$ cat src/rtl/sum_bcd_scan_display.sv
// Binary sum -> BCD (sequential double-dabble) feeding a time-multiplexed 7-segment scanner.
// Optional build macro LEADING_ZERO_BLANK_EN blanks digits above the most significant non-zero one.
module sum_bcd_scan_display #(
  parameter int W              = 4,
  parameter int DIGITS         = 2,
  parameter int SCAN_DIV       = 50000,
  parameter int ACTIVE_LOW_SEG = 0
) (
  input  logic                  i_clk,
  input  logic                  i_rst,
  input  logic [W-1:0]          i_sum,
  input  logic                  i_valid,
  output logic                  o_busy,
  output logic                  o_done,
  output logic [4*DIGITS-1:0]   o_bcd,
  output logic [DIGITS-1:0]     o_dig,
  output logic [6:0]            o_seg
);

  localparam int BCD_W = 4 * DIGITS;
  localparam int CNT_W = $clog2(W + 1);
  localparam int PRE_W = (SCAN_DIV > 1) ? $clog2(SCAN_DIV) : 1;
  localparam int IDX_W = (DIGITS > 1) ? $clog2(DIGITS) : 1;
  localparam logic [6:0] SEG_ZERO = 7'h3F;
  localparam logic [6:0] SEG_RST  = (ACTIVE_LOW_SEG != 0) ? ~SEG_ZERO : SEG_ZERO;

  // Handshake: i_valid is a single-cycle strobe, taken only when the converter is
  // not busy (IDLE, or the COMMIT cycle for back-to-back); otherwise it is dropped.
  typedef enum logic [1:0] {
    IDLE   = 2'd0,
    CONV   = 2'd1,
    COMMIT = 2'd2
  } state_t;

  state_t             state_q, state_d;
  logic [W-1:0]       shift_q, shift_d;
  logic [BCD_W-1:0]   scratch_q, scratch_d;
  logic [BCD_W-1:0]   bcd_q, bcd_d;
  logic [CNT_W-1:0]   cnt_q, cnt_d;
  logic               done_q, done_d;
  logic [BCD_W-1:0]   adj;
  logic               accept;

  logic [PRE_W-1:0]   pre_q, pre_d;
  logic [IDX_W-1:0]   idx_q, idx_d;
  logic [DIGITS-1:0]  dig_q, dig_d;
  logic [6:0]         seg_q, seg_d;
  logic [3:0]         cur_nib;
  logic [6:0]         seg_raw;
  logic               pre_wrap;

  function automatic logic [6:0] seg_decode(input logic [3:0] n);
    case (n)
      4'd0:    seg_decode = 7'h3F;
      4'd1:    seg_decode = 7'h06;
      4'd2:    seg_decode = 7'h5B;
      4'd3:    seg_decode = 7'h4F;
      4'd4:    seg_decode = 7'h66;
      4'd5:    seg_decode = 7'h6D;
      4'd6:    seg_decode = 7'h7D;
      4'd7:    seg_decode = 7'h07;
      4'd8:    seg_decode = 7'h7F;
      4'd9:    seg_decode = 7'h6F;
      default: seg_decode = 7'h00;
    endcase
  endfunction

  // Add-3 correction applied to every scratch nibble before the shift.
  always_comb begin
    adj = scratch_q;
    for (int i = 0; i < DIGITS; i++) begin
      if (scratch_q[i*4 +: 4] >= 4'd5) adj[i*4 +: 4] = scratch_q[i*4 +: 4] + 4'd3;
    end
  end

  always_comb begin
    state_d   = state_q;
    shift_d   = shift_q;
    scratch_d = scratch_q;
    cnt_d     = cnt_q;
    bcd_d     = bcd_q;
    done_d    = 1'b0;
    accept    = i_valid && ((state_q == IDLE) || (state_q == COMMIT));
    case (state_q)
      CONV: begin
        {scratch_d, shift_d} = {adj[BCD_W-2:0], shift_q, 1'b0};
        if (cnt_q != '0) cnt_d = cnt_q - 1'b1;
        if (cnt_q <= CNT_W'(1)) state_d = COMMIT;
      end
      COMMIT: begin
        bcd_d   = scratch_q;
        done_d  = 1'b1;
        state_d = IDLE;
      end
      default: state_d = IDLE;
    endcase
    if (accept) begin
      shift_d   = i_sum;
      scratch_d = '0;
      cnt_d     = CNT_W'(W);
      state_d   = CONV;
    end
  end

  always_ff @(posedge i_clk) begin
    if (i_rst) begin
      state_q   <= IDLE;
      shift_q   <= '0;
      scratch_q <= '0;
      cnt_q     <= '0;
      bcd_q     <= '0;
      done_q    <= 1'b0;
    end else begin
      state_q   <= state_d;
      shift_q   <= shift_d;
      scratch_q <= scratch_d;
      cnt_q     <= cnt_d;
      bcd_q     <= bcd_d;
      done_q    <= done_d;
    end
  end

  // Scanner: free-running, independent of the converter.
  always_comb begin
    pre_wrap = (pre_q == PRE_W'(SCAN_DIV - 1));
    pre_d    = pre_wrap ? '0 : pre_q + 1'b1;
    idx_d    = idx_q;
    if (pre_wrap) idx_d = (idx_q == IDX_W'(DIGITS - 1)) ? '0 : idx_q + 1'b1;
    cur_nib  = 4'd0;
    dig_d    = '0;
    for (int i = 0; i < DIGITS; i++) begin
      dig_d[i] = (idx_q == IDX_W'(i));
      if (idx_q == IDX_W'(i)) cur_nib = bcd_q[i*4 +: 4];
    end
  end

`ifdef LEADING_ZERO_BLANK_EN
  logic [DIGITS-1:0] blank;
  logic              lz_acc;
  logic              cur_blank;

  // A digit is blank when it and every digit above it are zero; units never blank.
  always_comb begin
    blank     = '0;
    lz_acc    = 1'b0;
    cur_blank = 1'b0;
    for (int i = DIGITS - 1; i >= 1; i--) begin
      lz_acc   = lz_acc | (bcd_q[i*4 +: 4] != 4'd0);
      blank[i] = ~lz_acc;
    end
    for (int i = 0; i < DIGITS; i++) begin
      if (idx_q == IDX_W'(i)) cur_blank = blank[i];
    end
    seg_raw = cur_blank ? 7'h00 : seg_decode(cur_nib);
  end
`else
  always_comb begin
    seg_raw = seg_decode(cur_nib);
  end
`endif

  always_comb begin
    seg_d = (ACTIVE_LOW_SEG != 0) ? ~seg_raw : seg_raw;
  end

  always_ff @(posedge i_clk) begin
    if (i_rst) begin
      pre_q <= '0;
      idx_q <= '0;
      dig_q <= DIGITS'(1);
      seg_q <= SEG_RST;
    end else begin
      pre_q <= pre_d;
      idx_q <= idx_d;
      dig_q <= dig_d;
      seg_q <= seg_d;
    end
  end

  assign o_busy = (state_q == CONV);
  assign o_done = done_q;
  assign o_bcd  = bcd_q;
  assign o_dig  = dig_q;
  assign o_seg  = seg_q;

endmodule

$ cat config.mk
export PLATFORM = sky130hd
export DESIGN_NAME = sum_bcd_scan_display
export DESIGN_NICKNAME = d
export VERILOG_FILES = /design/src/rtl/sum_bcd_scan_display.sv
export SDC_FILE = /design/constraint.sdc
export NUM_CORES = 1
export LEC_CHECK = 0
export CORE_ASPECT_RATIO = 1.75
export CORE_MARGIN = 5
export CORE_UTILIZATION = 39
export CTS_CLUSTER_SIZE = 20
export DETAILED_ROUTE_END_ITERATION = 12
export GPL_TIMING_DRIVEN = 0
export PLACE_DENSITY = 0.58
export SETUP_SLACK_MARGIN = 0.1
export SLEW_MARGIN = 20
export SYNTH_ARGS = -nofsm -noshare
export SYNTH_HDL_FRONTEND = slang
export SYNTH_SLANG_ARGS = --single-unit
$ cat constraint.sdc
create_clock -name i_clk -period 4.2 [get_ports i_clk]
set_clock_uncertainty 0.05 [all_clocks]
set_input_delay 0.63 -clock i_clk [delete_from_list [all_inputs] [get_ports i_clk]]
set_output_delay 0.63 -clock i_clk [all_outputs]
set_load 0.02 [all_outputs]
==> impl_metrics.json <==
{
  "outcome": "completed",
  "fin_setup_tns_ps": 0,
  "critical_path.top_delay_family": "buffers and inverters",
  "hold_path_depth": 2,
  "synth_area_sq_um": 2327,
  "worst_r2r_path_depth": 7,
  "track_usage_pct": 14.04,
  "globalRouteOverflowTotal": 0,
  "crit_cells": 4,
  "grt_pass1_wl_mm": 8.404,
  "grt_pass1_vias": 1791,
  "multiInputGateArea_sq_um": 1189,
  "r2r-start": "idx_q",
  "power_density_nw_per_um2": 313.0,
  "ys_ff_latch": 52,
  "port_buffers": 24,
  "post-cts-setup-buffers": 0,
  "worstSetupEndpointType": "output port",
  "combPwrFrac_pct": 6.2,
  "cp-start-kind": "register",
  "wl_mm": 4.868,
  "grtUsageMet1_pct": 15.22,
  "min_from": "shift_q[3]",
  "drc": 0,
  "worstSkewPairLatency_ps": 300,
  "yosys.area.top_type": "dfxtp_1",
  "synth_ff_type": "dfxtp_1",
  "ys_types": 32,
  "maxSlewViolCount": 0,
  "arrival_ps": 2110,
  "yosysTopAreaCellShare_pct": 44.73,
  "ios": 26,
  "dr.pass1.iters": 4,
  "dieArea_sq_um": 7673,
  "register_area_sq_um": 1041,
  "met2_usage_pct": 25.85,
  "startpoint": "state_q[1]",
  "crit_chain": "nand2b_1 > inv_1 > clkbuf_1 > clkdlybuf4s50_1",
  "die_h_um": 112.2,
  "grt.busiest_layer": "met2",
  "cts_tree": "yes",
  "initial_utilization_pct": 39.90,
  "gp_congestion": 0.7293,
  "ys_top_cells_by_area": "dfxtp_1 (45%), ha_1 (7.5%), nand2_1 (6.3%)",
  "power_leakage_uw": 0.0009662,
  "critPathSlowestCell": "clkdlybuf4s50_1",
  "fillers": 598,
  "grt_max_degree": 15,
  "crit_required_ps": 3520,
  "hpwl_mm": 3.759,
  "place_ws_ps": 1765,
  "viasPerCell": 4.839,
  "setup_viol": 0,
  "critPathKind": "register to output port",
  "ys_warn_count": 0,
  "p_clk_share_pct": 35.0,
  "cts_root_buffer": "clkbuf_8",
  "die_w_um": 68.40,
  "cts.repair.resized": 0,
  "drive_gt1_share_pct": 3.974,
  "clockBufferDepth": 2,
  "yosysMostFrequentCell": "dfxtp_1",
  "row_count": 37,
  "cts_buffers": 5,
  "hold_viol": 0,
  "rsz0062_at_grt": "false",
  "vias": 1839,
  "diodes": 0,
  "min_path_type": "register to register",
  "syn_nets": 292,
  "ctsHoldBuffers": 0,
  "ant_nets": 0,
  "fin_crit_ps": 2789,
  "avgSynthCellArea_sq_um": 8.588,
  "core_area_sq_um": 5833,
  "fin_ws_ps": 1411,
  "area.growth.synth_to_final_pct": 18.66,
  "synth_edf_count": 0,
  "wl_per_cell_um": 12.81,
  "numClockSinks": 52,
  "grtUsageMet3_pct": 2.202,
  "fin_util_pct": 47.34,
  "drt_iter0_markers": 62,
  "path_buf_inv": 3,
  "synthArstFlopShare_pct": 0,
  "p_sw_uw": 195.4,
  "fin_nets": 323,
  "fmax_mhz": 358.5,
  "internal_power_uw": 668.9,
  "synth_commonest_cells": "dfxtp_1 (52), nand2_1 (39), nor2_1 (31), a21oi_1 (23)",
  "max-slew-margin-rel_pct": 61.70,
  "yosysSeqAreaShare_pct": 44.73,
  "clk_pin_slew_ps": 90,
  "ir_worst_vdd_v": 0.0001734,
  "period_share_pct": 66.41,
  "maxCapViolations": 0,
  "synth_cells": 271,
  "tightestPinTransition_ps": 558.5,
  "critPathMaxFanout": 10,
  "power_frac_seq_pct": 58.7,
  "antenna_found_initial": 0,
  "p_sw_share_pct": 22.60,
  "slowest_delay_ps": 710,
  "h-tree-depth": 2
}
tightest hold or removal path: stages, from the launching register on:
cell and delay, ps:
dfxtp_1 320, nand2_1 60, a21oi_1 60
registers in the layout, summed over array words and instances, names as in the netlist:
signal,flops
o_bcd,8
shift_q,4
o_dig,2
state_q,2
pre_q,16
idx_q,1
cnt_q,3
scratch_q,8
o_seg,7
o_done,1
metal layers:
metal | part of all wire (%) | routed length (um)
met3 | 1.9 | 91
met5 | 0 | 0
met2 | 57 | 2786
met4 | 1.5 | 75
met1 | 39 | 1915
cells by family (layout without fill, tap and decap cells):
logic type	Yosys count	in the layout	synth area share, %
xor+xnor	18	18	6.774
simple gates	108	108	21.83
fa+ha+maj	14	14	7.527
compound gates	44	44	10.91
mux	9	9	4.032
buf+inv	26	57	4.193
flops	52	52	44.73
power groups by stage:
stage	Combinational (uW)	Clock, uW	Sequential, uW
floorplan	36.2	0	518
global placement	54.2	0	519
detailed placement	54.6	0	519
CTS	54.8	317	508
global route	60.8	336	509
finish	53.8	303	508
final timing paths:
check	end	slack [ps]
setup / recovery	o_busy	1410
hold / removal	scratch_q[0]	420
setup reg to reg	o_seg[6]	2030
hold reg to reg	scratch_q[0]	420
cells in the final DEF (no fill, tap or decap), drive strengths merged, types with 3 or more instances in the layout:
| cell type | instances |
|---|---|
| dfxtp | 52 |
| nand2 | 39 |
| nor2 | 31 |
| clkdlybuf4s50 | 24 |
| a21oi | 23 |
| clkbuf | 18 |
| inv | 14 |
| ha | 14 |
| xnor2 | 13 |
| nand2b | 10 |
| nand3 | 7 |
| o21ai | 7 |
| mux2i | 6 |
| nor3 | 6 |
| xor2 | 5 |
| o22ai | 4 |
| nand4 | 4 |
| or3 | 3 |
| a311oi | 3 |
| mux2 | 3 |
cell type report:
| class | count | area share (%) |
|---|---|---|
| Multi-Input combinational cell | 193 | 43.04 |
| Sequential cell | 52 | 37.70 |
| Timing Repair Buffer | 24 | 8.700 |
| Tap cell | 78 | 3.534 |
| Clock buffer | 7 | 3.489 |
| Inverter | 14 | 1.903 |
| Buffer | 12 | 1.631 |
metrics by stage:
step / area (sq um) / hold slack, ps / power (uW) / cells
after CTS: 2761 / 429.8 / 879.6 / 380
after floorplan: 2327 / 379.9 / 554.7 / 271
final: 2761 / 423.6 / 864.3 / 380
after global placement: 2665 / 401.2 / 573.5 / 373
after global routing: 2761 / 448.7 / 905.5 / 380
after detailed placement: 2665 / 410.7 / 573.9 / 373
(Power assumes the default switching activity.)
==> RTL change 1 (same flow settings) <==
Register the output `o_seg` once more, with the module's reset; this adds one clock of latency there. The other outputs are not delayed to match.
--- a/src/rtl/sum_bcd_scan_display.sv
+++ b/src/rtl/sum_bcd_scan_display.sv
@@ -181,7 +181,13 @@
   assign o_done = done_q;
   assign o_bcd  = bcd_q;
   assign o_dig  = dig_q;
-  assign o_seg  = seg_q;
+  always_ff @(posedge i_clk) begin
+    if (i_rst) begin
+      o_seg <= '0;
+    end else begin
+      o_seg <= seg_q;
+    end
+  end
 
 endmodule
 
Check against the original RTL: not equivalent (Yosys sat finds a counterexample within 4 cycles, from zero or initial values and one cycle with i_rst high).
==> RTL change 1 against the original RTL <==
- sequential share of layout area grew 0.80 points
- total power increased by 32%
- largest cell class unchanged
- sequential cell count up 7
- clock power increased by 63%
- worst setup slack gained 27 ps
- design area rose by 11%
- sequential power increased by 14%
- die area is 7.5% higher
- non-clock buffer count is 1 higher
- critical path depth unchanged
- synthesized area up 8.5%
- wire length increased by 2.2%
==> RTL change 1: results (changes against the original RTL) <==
.. list-table::
   :header-rows: 1

   * - Metric
     - Value
   * - Worst-skew pair later-pin latency
     - 350 ps (was 300 ps)
   * - FF+latch count, synth
     - 59 (was 52)
   * - Clock buffer count in the final layout
     - 15 (was 7)
   * - Sequential element share of the synthesized area
     - 46.8% (was 44.7%)
   * - Largest net degree at the start of global routing
     - 11 (was 15)
   * - Top cells by area in the synthesized netlist
     - sky130_fd_sc_hd__dfxtp_1 (47%), sky130_fd_sc_hd__ha_1 (6.9%), sky130_fd_sc_hd__nor2_1 (5.3%) (was sky130_fd_sc_hd__dfxtp_1 (45%), sky130_fd_sc_hd__ha_1 (7.5%), sky130_fd_sc_hd__nand2_1 (6.3%))
   * - Capture endpoint of the worst hold path
     - o_seg[2] (was scratch_q[0])
   * - Total CTS buffers
     - 9 (was 5)
   * - Fraction of area in clock buffers and inverters
     - 6.24% (was 3.49%)
   * - Number of non-clock buffers
     - 37 (was 36)
   * - Clock-pin transition on the worst setup and hold timing paths
     - 60 ps (was 90 ps)
   * - Reg2Reg Setup Slack
     - 2210 ps (was 2030 ps)
   * - Status
     - finished clean (unchanged)
   * - Mapped Avg Cell Area
     - 8.86 um^2 (was 8.59 um^2)
   * - Area of all placed cells without fillers
     - 3070 um^2 (was 2760 um^2)
   * - Number of DRC markers in iteration 0
     - 100 (was 62)
   * - Worst ir drop on vdd
     - 0.169 mV (was 0.173 mV)
   * - Global-route wire length before repair
     - 8.45 mm (was 8.40 mm)
   * - Post-detailed-route wirelength per cell
     - 12.3 um (was 12.8 um)
   * - Worst hold start
     - seg_q[2] (was shift_q[3])
   * - Most numerous cell types in the synthesized netlist
     - sky130_fd_sc_hd__dfxtp_1 (59), sky130_fd_sc_hd__nor2_1 (36), sky130_fd_sc_hd__nand2_1 (32) (was sky130_fd_sc_hd__dfxtp_1 (52), sky130_fd_sc_hd__nand2_1 (39), sky130_fd_sc_hd__nor2_1 (31))
   * - Inverters
     - 17 (was 14)
   * - # Taps
     - 80 (was 78)
   * - Share of layout cells above drive strength 1
     - 7.36% (was 3.97%)
   * - Vias per inst
     - 4.80 (was 4.84)
   * - Post-placement setup slack
     - 1800 ps (was 1760 ps)
   * - Final #Nets
     - 342 (was 323)
   * - Filler Cell Count
     - 625 (was 598)
   * - Synthesized net count
     - 306 (was 292)
   * - I/O Buffers
     - 25 (was 24)
[RTL change 1: cell count changes in the layout (fill, tap and decap cells not counted), moves of 3 or more]
cell	delta
sky130_fd_sc_hd__clkbuf_8	+6
sky130_fd_sc_hd__nor2b_1	+7
sky130_fd_sc_hd__dfxtp_1	+7
sky130_fd_sc_hd__inv_1	+3
sky130_fd_sc_hd__nand2_1	-7
sky130_fd_sc_hd__nor2_1	+5
[RTL change 1: how the worst max path moves through the flow]
stage	slack [ps]	cells past startpoint	startpoint	endpoint
final	1440	4	state_q[1]	o_busy
after global routing	1270	4	state_q[0]	o_busy
after CTS	1410	4	state_q[1]	o_busy
after detailed placement	1800	4	state_q[1]	o_busy
after global placement	1760	4	state_q[0]	o_busy
after floorplan	2350	6	pre_q[6]	pre_q[10]
[RTL change 1: power by group]
part / switching [uW] / internal, uW
Sequential: 6.61 / 572
Clock: 215 / 278
Combinational: 38.0 / 27.8
Total: 260 / 878
[RTL change 1: worst reg2reg max path, stage by stage (launching register included)]
cell	delay [ps]
sky130_fd_sc_hd__dfxtp_1	300
sky130_fd_sc_hd__buf_2	170
sky130_fd_sc_hd__or4b_1	450
sky130_fd_sc_hd__or4_4	590
sky130_fd_sc_hd__nand2b_4	130
sky130_fd_sc_hd__buf_6	150
sky130_fd_sc_hd__nor2_1	60
[RTL change 1: logic make-up after synthesis]
logic type | share of synthesized area [%]
AND/OR/NAND/NOR | 21.7
flip-flops | 46.8
AO/OA/AOI/OAI | 9.51
buffers and inverters | 4.71
XOR/XNOR | 6.24
adder cells (fa/ha/maj) | 6.93
multiplexers | 4.11
[RTL change 1: per-layer routing]
layer,global-route usage [%],wire length (um),vias to the layer above
li1,-,-,1023
met1,12.7,2000,884
met2,24.2,2590,27
met3,5.00,199,16
met4,8.91,178,0
met5,0,0,-
==> RTL change 2 (same flow settings) <==
Made on the original files. Set the parameter `SCAN_DIV` to 100000 (it was 50000).
--- a/src/rtl/sum_bcd_scan_display.sv
+++ b/src/rtl/sum_bcd_scan_display.sv
@@ -3,7 +3,7 @@
 module sum_bcd_scan_display #(
   parameter int W              = 4,
   parameter int DIGITS         = 2,
-  parameter int SCAN_DIV       = 50000,
+  parameter int SCAN_DIV       = 100000,
   parameter int ACTIVE_LOW_SEG = 0
 ) (
   input  logic                  i_clk,
Formal check against the unedited RTL: no difference found for any inputs over 10 cycles, from zero or initial values and one cycle with i_rst high; that may be too few to reach the edited logic, so the function may still have changed.
==> RTL change 2 against the original RTL <==
- wire length is 2.6% higher
- largest power group unchanged
- sequential cell count is 1 higher
- count of clock-buffer cells in the layout is 1 lower
- final cell count is 1.8% higher
- total power is 0.52% lower
- synthesized area is 3.0% higher
- largest cell class unchanged
- sequential power is 2% higher
- design area is 2.3% higher
- first-iteration DRC count stayed put
- critical endpoint unchanged
- worst setup slack better by 51 ps
==> RTL change 2: results (changes against the original RTL) <==
.. list-table::
   :header-rows: 1

   * - Metric
     - Value
   * - Post-detailed-route wirelength per cell
     - 12.9 um (was 12.8 um)
   * - Status
     - finished clean (unchanged)
   * - Placed standard-cell area
     - 2730 um^2 (was 2670 um^2)
   * - Vias in the first global route
     - 1,908 (was 1,791)
   * - Adder and majority cell fraction of the synthesized area
     - 7.31% (was 7.53%)
   * - Pwr Density
     - 304 nW/um^2 (was 313 nW/um^2)
   * - Vias per inst
     - 4.87 (was 4.84)
   * - Largest net degree at the start of global routing
     - 16 (was 15)
   * - Clock buffer count in the final layout
     - 6 (was 7)
   * - Routability congestion estimate
     - 0.766 (was 0.729)
   * - Number of multi-input combinational cells in the layout
     - 199 (was 193)
   * - Most numerous cell types in the synthesized netlist
     - sky130_fd_sc_hd__dfxtp_1 (53), sky130_fd_sc_hd__nand2_1 (39), sky130_fd_sc_hd__nor2_1 (33) (was sky130_fd_sc_hd__dfxtp_1 (52), sky130_fd_sc_hd__nand2_1 (39), sky130_fd_sc_hd__nor2_1 (31))
   * - Clk pwr share
     - 33.5% (was 35.0%)
   * - Worst-margin pin slew
     - 582 ps (was 558 ps)
   * - Cell internal power dissipation
     - 662 uW (was 669 uW)
   * - Post-placement setup slack
     - 1800 ps (was 1760 ps)
   * - Worst hold start
     - scratch_q[5] (was shift_q[3])
   * - Max reg flops
     - 17 (was 16)
   * - Placed insts
     - 380 (was 373)
   * - CP peak stage delay
     - 690 ps (was 710 ps)
   * - Global-route wire length before repair
     - 8.69 mm (was 8.40 mm)
   * - Synthesized net count
     - 299 (was 292)
   * - Area of the multi-input gates
     - 1240 um^2 (was 1190 um^2)
   * - Aggregate global-route resource usage
     - 13.3% (was 14.0%)
   * - Portion of netlist area occupied by mux cells
     - 3.92% (was 4.03%)
   * - Top cells by area in the synthesized netlist
     - sky130_fd_sc_hd__dfxtp_1 (44%), sky130_fd_sc_hd__ha_1 (7.3%), sky130_fd_sc_hd__nand2_1 (6.1%) (was sky130_fd_sc_hd__dfxtp_1 (45%), sky130_fd_sc_hd__ha_1 (7.5%), sky130_fd_sc_hd__nand2_1 (6.3%))
   * - Sequential power share
     - 60.3% (was 58.7%)
   * - Filler Cell Count
     - 626 (was 598)
   * - Final #Nets
     - 330 (was 323)
   * - FF+latch count, synth
     - 53 (was 52)
   * - Share of total power consumed by net switching
     - 23.0% (was 22.6%)
   * - Share of the synthesized area in compound gates (AO/OA/AOI/OAI)
     - 10.3% (was 10.9%)
   * - Worst hold margin
     - 423 ps (was 424 ps)
   * - Static Leak
     - 0.000975 uW (was 0.000966 uW)
   * - DP HPWL
     - 3.88 mm (was 3.76 mm)
   * - Capture endpoint of the worst hold path
     - o_bcd[5] (was scratch_q[0])
   * - Reg2Reg Setup Slack
     - 2200 ps (was 2030 ps)
   * - Synth Cell Area
     - 2400 um^2 (was 2330 um^2)
## RTL change 2: cell count changes after synthesis, sizes merged, moves of 2 or more
cell   before  now
nand4       4    6
xnor2      13   15
o21ai       7    5
nor2       31   33
## RTL change 2: worst register-to-register path, stage by stage (launching register included)
cell and delay, ps:
sky130_fd_sc_hd__dfxtp_1 310, sky130_fd_sc_hd__buf_2 210, sky130_fd_sc_hd__mux2i_1 550, sky130_fd_sc_hd__inv_1 230
sky130_fd_sc_hd__ha_1 260, sky130_fd_sc_hd__nor3_1 180, sky130_fd_sc_hd__a21oi_1 60, sky130_fd_sc_hd__nor2_1 90
## RTL change 2: logic make-up after synthesis
kind of cell	Yosys count
buf+inv	26
compound gates	42
flops	53
xor+xnor	20
fa+ha+maj	14
simple gates	114
mux	9
## RTL change 2: per-layer routing
layer / track usage, % / wire, um / up-vias
li1: - / - / 994
met4: 4.82 / 62 / 0
met1: 13.8 / 2010 / 865
met3: 2.65 / 130 / 5
met5: 0 / 0 / -
met2: 26.0 / 2790 / 19
